## src/rtl/prt_riscv_ram_ldr.sv

```systemverilog
// prt_riscv_ram_ldr
// Boot-image loader for the RISC-V program/data RAM. Bytes from a host-side
// source are packed little-endian into 32-bit words and issued on the RAM
// init port (one start pulse, then one word per valid pulse). The core is
// held in reset while an image loads and is released only after a complete,
// error-free load.
//
// Ports:
//   CLK_IN, RST_IN (async, active-high)
//   LDR_STR_IN    start a new image (pulse)
//   LDR_DAT_IN    image byte
//   LDR_VLD_IN    byte valid; LDR_RDY_OUT byte ready (high only while loading)
//   LDR_END_IN    end of image (pulse)
//   INIT_STR_OUT  RAM write-pointer clear
//   INIT_DAT_OUT  RAM init word
//   INIT_VLD_OUT  RAM init word valid
//   CPU_RST_OUT   core reset
//   DONE_OUT      load finished (level)
//   ERR_OUT       overflow during current/last load (sticky until next start)
//   WRDS_OUT      words written in current/last load
//   CHK_OUT       32-bit sum of words issued in current/last load
module prt_riscv_ram_ldr #(
    parameter int P_ADR      = 10,
    parameter bit P_HOLD_RST = 1'b1
) (
    input  logic             CLK_IN,
    input  logic             RST_IN,
    input  logic             LDR_STR_IN,
    input  logic [7:0]       LDR_DAT_IN,
    input  logic             LDR_VLD_IN,
    output logic             LDR_RDY_OUT,
    input  logic             LDR_END_IN,
    output logic             INIT_STR_OUT,
    output logic [31:0]      INIT_DAT_OUT,
    output logic             INIT_VLD_OUT,
    output logic             CPU_RST_OUT,
    output logic             DONE_OUT,
    output logic             ERR_OUT,
    output logic [P_ADR-2:0] WRDS_OUT,
    output logic [31:0]      CHK_OUT
);

    localparam int WW     = P_ADR - 1;
    localparam int P_WRDS = 2 ** (P_ADR - 2);

    typedef enum logic [1:0] {ST_IDLE, ST_LOAD, ST_END, ST_DONE} state_t;

    state_t          state_q, state_d;
    logic [1:0]      lane_q, lane_d;
    logic [23:0]     pack_q, pack_d;      // lanes 0..2; unfilled lanes kept zero
    logic            rdy_q, rdy_d;
    logic            init_str_q, init_str_d;
    logic [31:0]     init_dat_q, init_dat_d;
    logic            init_vld_q, init_vld_d;
    logic            cpu_rst_q, cpu_rst_d;
    logic            done_q, done_d;
    logic            err_q, err_d;
    logic [WW-1:0]   wrds_q, wrds_d;
    logic [31:0]     chk_q, chk_d;

    logic            acc;
    logic            full;
    logic            issue;
    logic [31:0]     word;

    // State and output registers
    always_ff @(posedge CLK_IN or posedge RST_IN) begin
        if (RST_IN) begin
            state_q    <= ST_IDLE;
            lane_q     <= 2'd0;
            pack_q     <= 24'd0;
            rdy_q      <= 1'b0;
            init_str_q <= 1'b0;
            init_dat_q <= 32'd0;
            init_vld_q <= 1'b0;
            cpu_rst_q  <= P_HOLD_RST;
            done_q     <= 1'b0;
            err_q      <= 1'b0;
            wrds_q     <= '0;
            chk_q      <= 32'd0;
        end else begin
            state_q    <= state_d;
            lane_q     <= lane_d;
            pack_q     <= pack_d;
            rdy_q      <= rdy_d;
            init_str_q <= init_str_d;
            init_dat_q <= init_dat_d;
            init_vld_q <= init_vld_d;
            cpu_rst_q  <= cpu_rst_d;
            done_q     <= done_d;
            err_q      <= err_d;
            wrds_q     <= wrds_d;
            chk_q      <= chk_d;
        end
    end

    // Next-state logic; a start restarts the load from any state
    always_comb begin
        state_d = state_q;
        if (LDR_STR_IN) begin
            state_d = ST_LOAD;
        end else begin
            case (state_q)
                ST_LOAD: if (LDR_END_IN) state_d = ST_END;
                ST_END:  state_d = ST_DONE;
                default: state_d = state_q;
            endcase
        end
    end

    // A start in the same cycle as a valid byte discards that byte
    assign acc  = LDR_VLD_IN & rdy_q & ~LDR_STR_IN;
    assign full = (wrds_q == WW'(P_WRDS));

    // Output / datapath next values
    always_comb begin
        lane_d     = lane_q;
        pack_d     = pack_q;
        rdy_d      = (state_d == ST_LOAD);
        init_str_d = 1'b0;
        init_dat_d = init_dat_q;
        init_vld_d = 1'b0;
        cpu_rst_d  = cpu_rst_q;
        done_d     = done_q;
        err_d      = err_q;
        wrds_d     = wrds_q;
        chk_d      = chk_q;
        issue      = 1'b0;
        word       = 32'd0;

        if (LDR_STR_IN) begin
            init_str_d = 1'b1;
            lane_d     = 2'd0;
            pack_d     = 24'd0;
            wrds_d     = '0;
            chk_d      = 32'd0;
            err_d      = 1'b0;
            done_d     = 1'b0;
            cpu_rst_d  = 1'b1;
        end else begin
            case (state_q)
                ST_LOAD: begin
                    if (acc) begin
                        if (full) begin
                            err_d = 1'b1;
                        end else if (lane_q == 2'd3) begin
                            word   = {LDR_DAT_IN, pack_q};
                            issue  = 1'b1;
                            lane_d = 2'd0;
                            pack_d = 24'd0;
                        end else begin
                            pack_d[lane_q*8 +: 8] = LDR_DAT_IN;
                            lane_d                = lane_q + 2'd1;
                        end
                    end
                    // Flush a partial word; the byte accepted this cycle is
                    // already folded into pack_d/lane_d above.
                    if (LDR_END_IN && (lane_d != 2'd0) && !err_d) begin
                        word   = {8'h00, pack_d};
                        issue  = 1'b1;
                        lane_d = 2'd0;
                        pack_d = 24'd0;
                    end
                    if (issue) begin
                        init_vld_d = 1'b1;
                        init_dat_d = word;
                        wrds_d     = wrds_q + WW'(1);
                        chk_d      = chk_q + word;
                    end
                end
                ST_END: begin
                    done_d    = 1'b1;
                    cpu_rst_d = err_q;
                end
                default: ;
            endcase
        end
    end

    assign LDR_RDY_OUT  = rdy_q;
    assign INIT_STR_OUT = init_str_q;
    assign INIT_DAT_OUT = init_dat_q;
    assign INIT_VLD_OUT = init_vld_q;
    assign CPU_RST_OUT  = cpu_rst_q;
    assign DONE_OUT     = done_q;
    assign ERR_OUT      = err_q;
    assign WRDS_OUT     = wrds_q;
    assign CHK_OUT      = chk_q;

endmodule

```

## config.mk

```make
export PLATFORM = sky130hd
export DESIGN_NAME = prt_riscv_ram_ldr
export DESIGN_NICKNAME = d
export VERILOG_FILES = /design/src/rtl/prt_riscv_ram_ldr.sv
export SDC_FILE = /design/constraint.sdc
export NUM_CORES = 1
export LEC_CHECK = 0
export CAP_MARGIN = 20
export CORE_AREA = 3 3 124 126
export DETAILED_ROUTE_END_ITERATION = 7
export DIE_AREA = 0 0 127 129
export DONT_BUFFER_PORTS = 1
export PLACE_DENSITY_LB_ADDON = 0.3
export SLEW_MARGIN = 10
export SYNTH_ARGS = -nofsm -noshare
export SYNTH_HDL_FRONTEND = slang
export SYNTH_SLANG_ARGS = --single-unit
export TNS_END_PERCENT = 5
```

## constraint.sdc

```tcl
create_clock -name CLK_IN -period 5.21 [get_ports CLK_IN]
set_input_delay 0.7815 -clock CLK_IN [delete_from_list [all_inputs] [get_ports CLK_IN]]
set_output_delay 0.7815 -clock CLK_IN [all_outputs]
set_load 0.02 [all_outputs]
```

==> After elaboration in Yosys (flattened, before gate mapping) <==
Index checks and enable logic that the tools add are counted.
{ "totals": {"reg_bits": 107, "inputBits": 13} }
{ "op_classes": {"n_addsub": 4, "n_eq_ne": 5, "n_shift": 2, "mux": 50, "bitwise_logic": 3, "n_reduce_logical": 9} }
{ "op_table": {"columns": ["cell", "n"], "rows": [
  ["$mux 32", 9],
  ["$mux 24", 6],
  ["$neg 5->34", 1],
  ["$shift 8x34->24 const A", 1],
  ["$shiftx 8x34->24", 1],
  ["$add 32x32->32", 1],
  ["$mux 9", 3],
  ["$bwmux 24", 1],
  ["$mux 1", 20],
  ["$mux 2", 10],
  ["$add 9x1->9 const B", 1],
  ["$eq 9x9->1 const B", 1],
  ["$reduce_bool 2->1", 4],
  ["$eq 2x1->1 const B", 2],
  ["$eq 2x2->1 const B", 2],
  ["$pmux 2 s2", 1],
  ["$reduce_and 3->1", 1],
  ["$add 2x1->2 const B", 1],
  ["$and 1x1->1", 2],
  ["$logic_and 1x1->1", 2],
  ["$reduce_and 2->1", 1],
  ["$logic_not 1->1", 1],
  ["$not 1->1", 1]
]} }

==> Logic depth before layout (Yosys ltp) <==
Gate-level depths: netlist of run 1.
{ "logic_depth": {"word_depth": 16, "ltp_mapped": 22, "ltp_nobuf": 21} }

==> Least setup slack after synthesis of run 1 <==
OpenSTA, ideal clock, no wires.
{ "synth_timing": {"path_type": "input to register", "from": "input LDR_STR_IN", "to": "register chk_q[30], in the netlist CHK_OUT[30]", "setup_ns": 0.083, "arrival_time_ns": 4.387, "required_ns": 5.127, "slack_ns": 0.740, "cell_stages": 18, "path_cell_list": "buf_2 nand3b_4 a21oi_2 nand2_1 nor4_4 a22oi_1 nor2_1 ha_1 inv_1 fa_1 o21ai_2 a21oi_1 o41ai_2 nand2_1 o31ai_1 o21ai_0 xor2_1 o21ai_0"} }
{ "synth_via": {"elab_chain_cells": 15, "elab_cells_between_ends": 28} }
{ "synth_lines": {"columns": ["item", "line", "text"], "rows": [
  ["start, declared", "28", "input logic LDR_STR_IN,"],
  ["$not 1->1 (no line)", null, null],
  ["$and 1x1->1", "112", "assign acc = LDR_VLD_IN & rdy_q & ~LDR_STR_IN;"],
  ["$mux 2", "143", "if (acc) begin"],
  ["$mux 2", "141", "case (state_q)"],
  ["$mux 2", "131", "if (LDR_STR_IN) begin"],
  ["$reduce_bool 2->1", "158", "if (LDR_END_IN && (lane_d != 2'd0) && !err_d) begin"],
  ["$logic_and 1x1->1 (2 in series)", "158", null],
  ["$mux 32", "158", null],
  ["$mux 32", "141", null],
  ["$mux 32", "131", null],
  ["$add 32x32->32", "168", "chk_d = chk_q + word;"],
  ["$mux 32", "164", "if (issue) begin"],
  ["$mux 32", "141", null],
  ["$mux 32", "131", null],
  ["end signal, assigned", "93", "chk_q <= chk_d;"],
  ["end, declared", "59", "logic [31:0] chk_q, chk_d;"]
]} }
Parallel ways exist; a longest one is shown, timed or not. The select of a mux whose other input is x is not followed.
A chain may end at the register's enable or synchronous reset.

==> Final worst setup path of run 1 <==
{ "layout_timing": {"from": "register wrds_q[0], in the netlist WRDS_OUT[0]", "to": "register chk_q[30], in the netlist CHK_OUT[30]"} }
{ "layout_via": {"elab_chain_cells": 15, "elab_cells_between_ends": 31} }
{ "layout_lines": {"columns": ["item", "line", "text"], "rows": [
  ["start, declared", "58", "logic [WW-1:0] wrds_q, wrds_d;"],
  ["start signal, assigned", "92", "wrds_q <= wrds_d;"],
  ["$eq 9x9->1 (*)", "113", "assign full = (wrds_q == WW'(P_WRDS));"],
  ["$mux 2", "144", "if (full) begin"],
  ["$mux 2", "143", null],
  ["$mux 2", "141", null],
  ["$mux 2", "131", null],
  ["$reduce_bool 2->1", "158", null],
  ["$logic_and 1x1->1 (2 in series)", "158", null],
  ["$mux 32", "158", null],
  ["$mux 32", "141", null],
  ["$mux 32", "131", null],
  ["$add 32x32->32", "168", null],
  ["$mux 32", "164", null],
  ["$mux 32", "141", null],
  ["$mux 32", "131", null]
]} }
Every way passes the cells marked *; elsewhere a longest branch is shown, timed or not. The select of a mux whose other input is x is not followed.

==> run metrics, run 1 <==
post-synthesis compound-gate area fraction=between 20% and 30%; CP Cell Sequence=inv_1, ha_1, nor4b_2, and2_2, o31a_1, buf_8, nor2_1, ha_1, inv_1, fa_1, o21ai_2, a21oi_1, o41ai_4, nand2_1, o31ai_1, o21ai_0, xor2_1, o21ai_0; Hold Vio Cnt, Final=0; Min-Delay Path Class=in -> async; clk_lat worst skew=0.36 ns; Post-Synth Adder-Cell Area=9.42%; Synth Area in XOR/XNOR=4.89%; fin cells=878; Core ar.=0.0144 mm^2; WP data arrival=between 5 and 6 ns; first-pass GRT wire length=approximately 27 mm; all-layer global routing usage=20.3%; row count=44; Top Ports=92; Crit path buffers/inverters=3; FF+latch count, synth=107; Syn Std Cell Area=0.00645 mm^2; r2r setup slk=between 0.4 and 0.5 ns; CP peak stage delay=0.52 ns; PD cells=312 mW/mm^2; Seq/Total Area, Yosys=41.5%; CTS sink count=107; Synth Warn #=0; Synth-to-Final Area Change=7.02%; largest net degree at the start of global routing=65; Reg clk slew, reported paths=0.08 ns; Yosys cell types=63; cts hold-fix bufs=0; Residual DRC=0; max_slew headroom=between 30% and 40%; htree depth=3; crit start category=register; Post-synth top flop=dfrtp_1; Worst Tran Pin Value=0.971 ns; RSZ-0062 raised after global routing=false; Initial Utilization=between 40% and 50%; gpl congestion=about 0.95; initial DRC count=between 300 and 400; Worst setup EP type=register; Post-Place Cells=862; first-pass detailed-route iteration total=5; nets@finish=751; final WL=~17 mm; Slowest cell on crit path=dfrtp_1; grt ovf=0; Die Wd=127 um; fill count=1,385; maximum clock insertion buffer count=2; Worst EP required=5.48 ns; Synthesized Nets=around 760; Die ar.=0.0164 mm^2; status=finished clean; Static Leak=0.00321 uW; Post-DP HPWL=11.8 mm; Async SR Flop Fraction=100%; setup TNS=0 ns; vias in the first global route=5,138; synthesized instance count=~700; largest family of logic cells by synthesized area=compound AO/OA/AOI/OAI gates; routed len/inst=approximately 19 um; Synth Area in Simple Gates=between 15 and 20%; TritonCTS clock tree=yes; Max Freq=between 200 and 250 MHz; TritonCTS buffer count=9; vias after detailed routing=about 5,200; Die Ht=around 130 um; port buffer count=0; Total Power=2160 uW; number of diodes=0; antenna violations before repair=0; Setup Skew=0.0138 ns; Final Critical Period=4.78 ns; critical path class=reg -> reg; Worst Path Max Fanout=17; Final period util=slightly above 90%; Antenna Nets Post-Route=0; post-synthesis mux area share=1.38%; family with the most delay on the worst path=compound AO/OA/AOI/OAI gates; peak supply drop=0.241 mV; fin. max-slew vios=0; syn_area_per_cell=9.20 um^2; layout cell share with drive strength beyond 1=under 10%; hold slack=0.452 ns; Max Cap Viol=0; Vias/cell=5.90; number of synthesized flops with an enable pin=0; final setup violation count=0; CTS root buffer=clkbuf_16
## cell usage after synthesis, drive strengths merged (2+ instances only)
cell    instances  share of area [%]
a211oi          7               0.89
a21boi          2               0.23
a21o           14                1.6
a21oi          85                6.7
a221oi          2               0.27
a22o           26                3.5
a22oi          24                2.8
a31oi           5               0.48
and2            9               0.87
and3            5               0.48
and4            2               0.27
buf            16                1.7
clkbuf         14               0.81
dfrtp         106                 41
ha             47                9.1
inv            20                1.2
mux2            7                1.2
nand2          89                5.2
nand2b          5               0.48
nand3           9               0.70
nand4           5               0.48
nor2           85                5.0
nor2b           4               0.39
nor3            7               0.80
nor3b           2               0.23
nor4            4               0.85
nor4b           2               0.47
o211ai          3               0.35
o21a            3               0.35
o21ai          36                3.1
o21bai          4               0.47
xnor2          14                1.9
xor2           22                3.0
## worst register-to-register path, stage by stage (launching register included)
cell     delay [ns]
dfrtp_1        0.52
inv_1          0.11
ha_1           0.20
nor4b_2        0.16
and2_2         0.25
o31a_1         0.48
buf_8          0.24
nor2_1         0.13
ha_1           0.22
inv_1          0.07
fa_1           0.42
o21ai_2        0.24
a21oi_1        0.21
o41ai_4        0.41
nand2_1        0.19
o31ai_1        0.37
o21ai_0        0.18
xor2_1         0.16
o21ai_0        0.16
## sequential cells by signal, summed over array words and instances (netlist names)
name / cells
WRDS_OUT: 9
INIT_DAT_OUT: 32
CHK_OUT: 32
CPU_RST_OUT: 1
ERR_OUT: 1
state_q: 2
INIT_VLD_OUT: 1
DONE_OUT: 1
lane_q: 2
INIT_STR_OUT: 1
LDR_RDY_OUT: 1
pack_q: 24
## power breakdown
part           total, uW  switching, uW  leakage, uW  internal [uW]
combinational        365            237      0.00164            128
clock                630            307     0.000130            323
sequential          1160            216      0.00144            945
## final timing paths
kind | start | to | depth (start not counted)
worst max-delay path | WRDS_OUT[0] | CHK_OUT[30] | 18
worst min-delay path | RST_IN | INIT_DAT_OUT[29] | 1
worst max register to register | WRDS_OUT[0] | CHK_OUT[30] | 18
worst min register to register | pack_q[19] | pack_q[19] | 1
max in group asynchronous | RST_IN | CHK_OUT[2] | 2
min in group CLK_IN | LDR_STR_IN | INIT_STR_OUT | 0
## kinds of logic (layout without fill, tap and decap cells)
group                    after synthesis  after routing
adder cells (fa/ha/maj)               48             48
AND/OR/NAND/NOR                      232            232
XOR/XNOR                              36             36
multiplexers                           8              8
buffers and inverters                 50             43
AO/OA/AOI/OAI                        220            220
flip-flops                           107            107
## timing repair
item | in CTS | in global routing
setup buffers | 0 | 0
setup endpoints to repair | 0 | 13
resized for setup | 0 | 10
## through the flow
| step | setup slack (ns) | utilization [%] | cell area [um^2] |
|---|---|---|---|
| 2_1_floorplan | 0.740 | - | 6450 |
| 3_3_place_gp | 0.353 | 45.6 | 6580 |
| 3_5_place_dp | 0.158 | 45.6 | 6580 |
| 4_1_cts | 0.126 | 47.4 | 6840 |
| 5_1_grt | 0.00498 | 47.9 | 6910 |
| 6_report | 0.428 | 47.9 | 6910 |
## metal layers
layer / track usage (%) / wire length, um / vias to the layer above
met4: 8.20 / 368 / 0
met2: 33.3 / 7740 / 163
met5: 0 / 0 / -
met1: 25.5 / 7290 / 2535
met3: 5.69 / 1140 / 28
li1: - / - / 2456
## layout make-up
type / count / area, um^2 / share of cell area, %
timing repair buffer: 8 / 67.6 / 0.978
clock inverter: 4 / 27.5 / 0.399
multi-input combinational: 544 / 3590 / 52.0
inverter: 20 / 77.6 / 1.12
clock buffer: 11 / 233 / 3.37
sequential: 107 / 2680 / 38.8
tap: 184 / 230 / 3.33
## cell usage in the layout, fill, tap and decap left out, types with 17 or more instances in the layout
cell and n:
o21ai_0 26, a21oi_1 82, inv_1 17, xor2_1 22, a22o_1 26, nand2_1 89
nor2_1 83, a22oi_1 23, ha_1 47, dfrtp_1 106
Note: power is estimated with default switching activity, not from simulation.
==> run 2: changes to the inputs <==
--- a/config.mk
+++ b/config.mk
@@ -6,9 +6,9 @@
 export NUM_CORES = 1
 export LEC_CHECK = 0
 export CAP_MARGIN = 20
-export CORE_AREA = 3 3 124 126
+export CORE_AREA = 3 3 140 142
 export DETAILED_ROUTE_END_ITERATION = 7
-export DIE_AREA = 0 0 127 129
+export DIE_AREA = 0 0 143 145
 export DONT_BUFFER_PORTS = 1
 export PLACE_DENSITY_LB_ADDON = 0.3
 export SLEW_MARGIN = 10
==> run metrics, run 2 (synthesized netlist as in run 1, its figures left out) <==
status=finished clean; vias in the first global route=4,986; max_slew headroom=31.7%; peak supply drop=0.198 mV; Residual DRC=0; commonest non-fill, non-tap cell in the layout=dfrtp_1; Initial Utilization=34.7%; critical path class=reg -> reg; crit start category=register; fin. max-slew vios=0; clk_lat worst skew=0.36 ns; Hold Vio Cnt, Final=0; most frequent cells in the layout=106 x dfrtp_1, 89 x nand2_1, 84 x nor2_1, 83 x a21oi_1, 47 x ha_1; final WL=roughly 17 mm; Post-DP HPWL=between 10 and 15 mm; initial DRC count=376; worst flop-to-flop path endpoint=CHK_OUT[25]; Worst Path Max Fanout=8; largest net degree at the start of global routing=69; fill count=1,864; Worst setup EP type=register; vias after detailed routing=around 5,000; Worst Tran Pin Value=1.02 ns; Core ar.=about 0.019 mm^2; Worst EP required=approximately 5.5 ns; Top Ports=92; port buffer count=0; Final Critical Period=approximately 4.8 ns; setup TNS=0 ns; htree depth=3; Static Leak=0.00322 uW; first-pass detailed-route iteration total=5; Antenna Nets Post-Route=0; Max Cap Viol=0; CTS sink count=107; WP data arrival=5.03 ns; RSZ-0062 raised after global routing=false; reg2reg path depth=20; nets@finish=758; final core occ=37.6%; end of the worst hold path=INIT_STR_OUT; Die ar.=~0.021 mm^2; worst hold path startpoint=LDR_STR_IN; antenna violations before repair=0; r2r setup slk=0.42 ns; PD cells=315 mW/mm^2; layout cell share with drive strength beyond 1=8.40%; Final period util=91.9%; Reg clk slew, reported paths=0.08 ns; first-pass GRT wire length=27.7 mm; Hold Path Depth=0; Max Freq=209 MHz; TritonCTS clock tree=yes; final setup violation count=0; Setup Skew=0.00746 ns; cts hold-fix bufs=0; all-layer global routing usage=16.9%; TritonCTS buffer count=9; Critical R2R Launch=WRDS_OUT[0]; grt ovf=0; Die Ht=145 um; row count=50; Min-Delay Path Class=in -> reg; gpl congestion=0.842; routed len/inst=18.5 um; maximum clock insertion buffer count=2; Synth-to-Final Area Change=8.32%; number of diodes=0; PostCTS Resize Cnt=0; Vias/cell=5.40; CTS root buffer=clkbuf_16; postcts setup bufs=0; Die Wd=143 um
==> run 2: changes by cell type in the layout (fill, tap and decap cells not counted), moves of 2 or more <==
cell,delta
o21ai_2,-2
clkinvlp_4,+3
clkbuf_1,-2
o21ai_1,+2
buf_4,+8
==> run 2: area by class of cell <==
type | count | area, um^2 | area share (%)
Multi-Input combinational cell | 544 | 3550 | 50.8
Sequential cell | 107 | 2680 | 38.3
Tap cell | 234 | 293 | 4.19
Clock buffer | 9 | 225 | 3.22
Timing Repair Buffer | 15 | 113 | 1.61
Inverter | 20 | 77.6 | 1.11
Clock inverter | 7 | 52.6 | 0.752
==> run 2: metrics by stage <==
step / hold WS, ns / worst slack [ns] / power [uW] / std cells / area (um^2)
2_1_floorplan: 0.466 / 0.740 / 1450 / 701 / 6450
3_3_place_gp: 0.486 / 0.307 / 1550 / 920 / 6700
3_5_place_dp: 0.482 / 0.235 / 1550 / 920 / 6700
4_1_cts: 0.433 / 0.198 / 2230 / 936 / 6980
5_1_grt: 0.430 / 0.0126 / 2330 / 936 / 6990
6_report: 0.446 / 0.422 / 2200 / 936 / 6990
==> run 2: power breakdown <==
group / switching [uW] / internal (uW) / leakage, uW / total [uW]
Clock: 340 / 328 / 0.000130 / 668
Combinational: 244 / 129 / 0.00165 / 374
Sequential: 213 / 944 / 0.00144 / 1160
==> run 2: worst max-delay path by stage <==
stage	from	endpoint	cells past startpoint	slack, ns
after global routing	WRDS_OUT[0]	CHK_OUT[25]	20	0.01
final	WRDS_OUT[0]	CHK_OUT[25]	20	0.42
after detailed placement	WRDS_OUT[7]	CHK_OUT[30]	19	0.24
after global placement	WRDS_OUT[7]	CHK_OUT[30]	19	0.31
after CTS	WRDS_OUT[7]	CHK_OUT[30]	19	0.20
after floorplan	LDR_STR_IN	CHK_OUT[30]	18	0.74
==> run 2: layer usage <==
metal  global-route usage [%]  wire length, um  vias to the layer above
met2                     26.0             7820                      142
met1                     23.7             8130                     2412
li1                         -                -                     2486
met5                        0                0                        -
met4                     4.13              191                        0
met3                     4.38             1170                       12
==> run 2: worst max-delay path: stages, from the launching register on <==
cell      delay, ns
dfrtp_1        0.35
inv_1          0.06
ha_1           0.18
nor4b_2        0.17
and2_1         0.23
inv_2          0.09
o21ai_4        0.06
nor4_1         0.52
o21ai_1        0.39
a22oi_1        0.34
nor2_1         0.07
ha_1           0.41
and4_1         0.25
and2_1         0.13
a221oi_1       0.12
or4_1          0.52
a21oi_2        0.21
nor2_1         0.10
o211a_1        0.25
xor2_1         0.14
o21ai_1        0.07
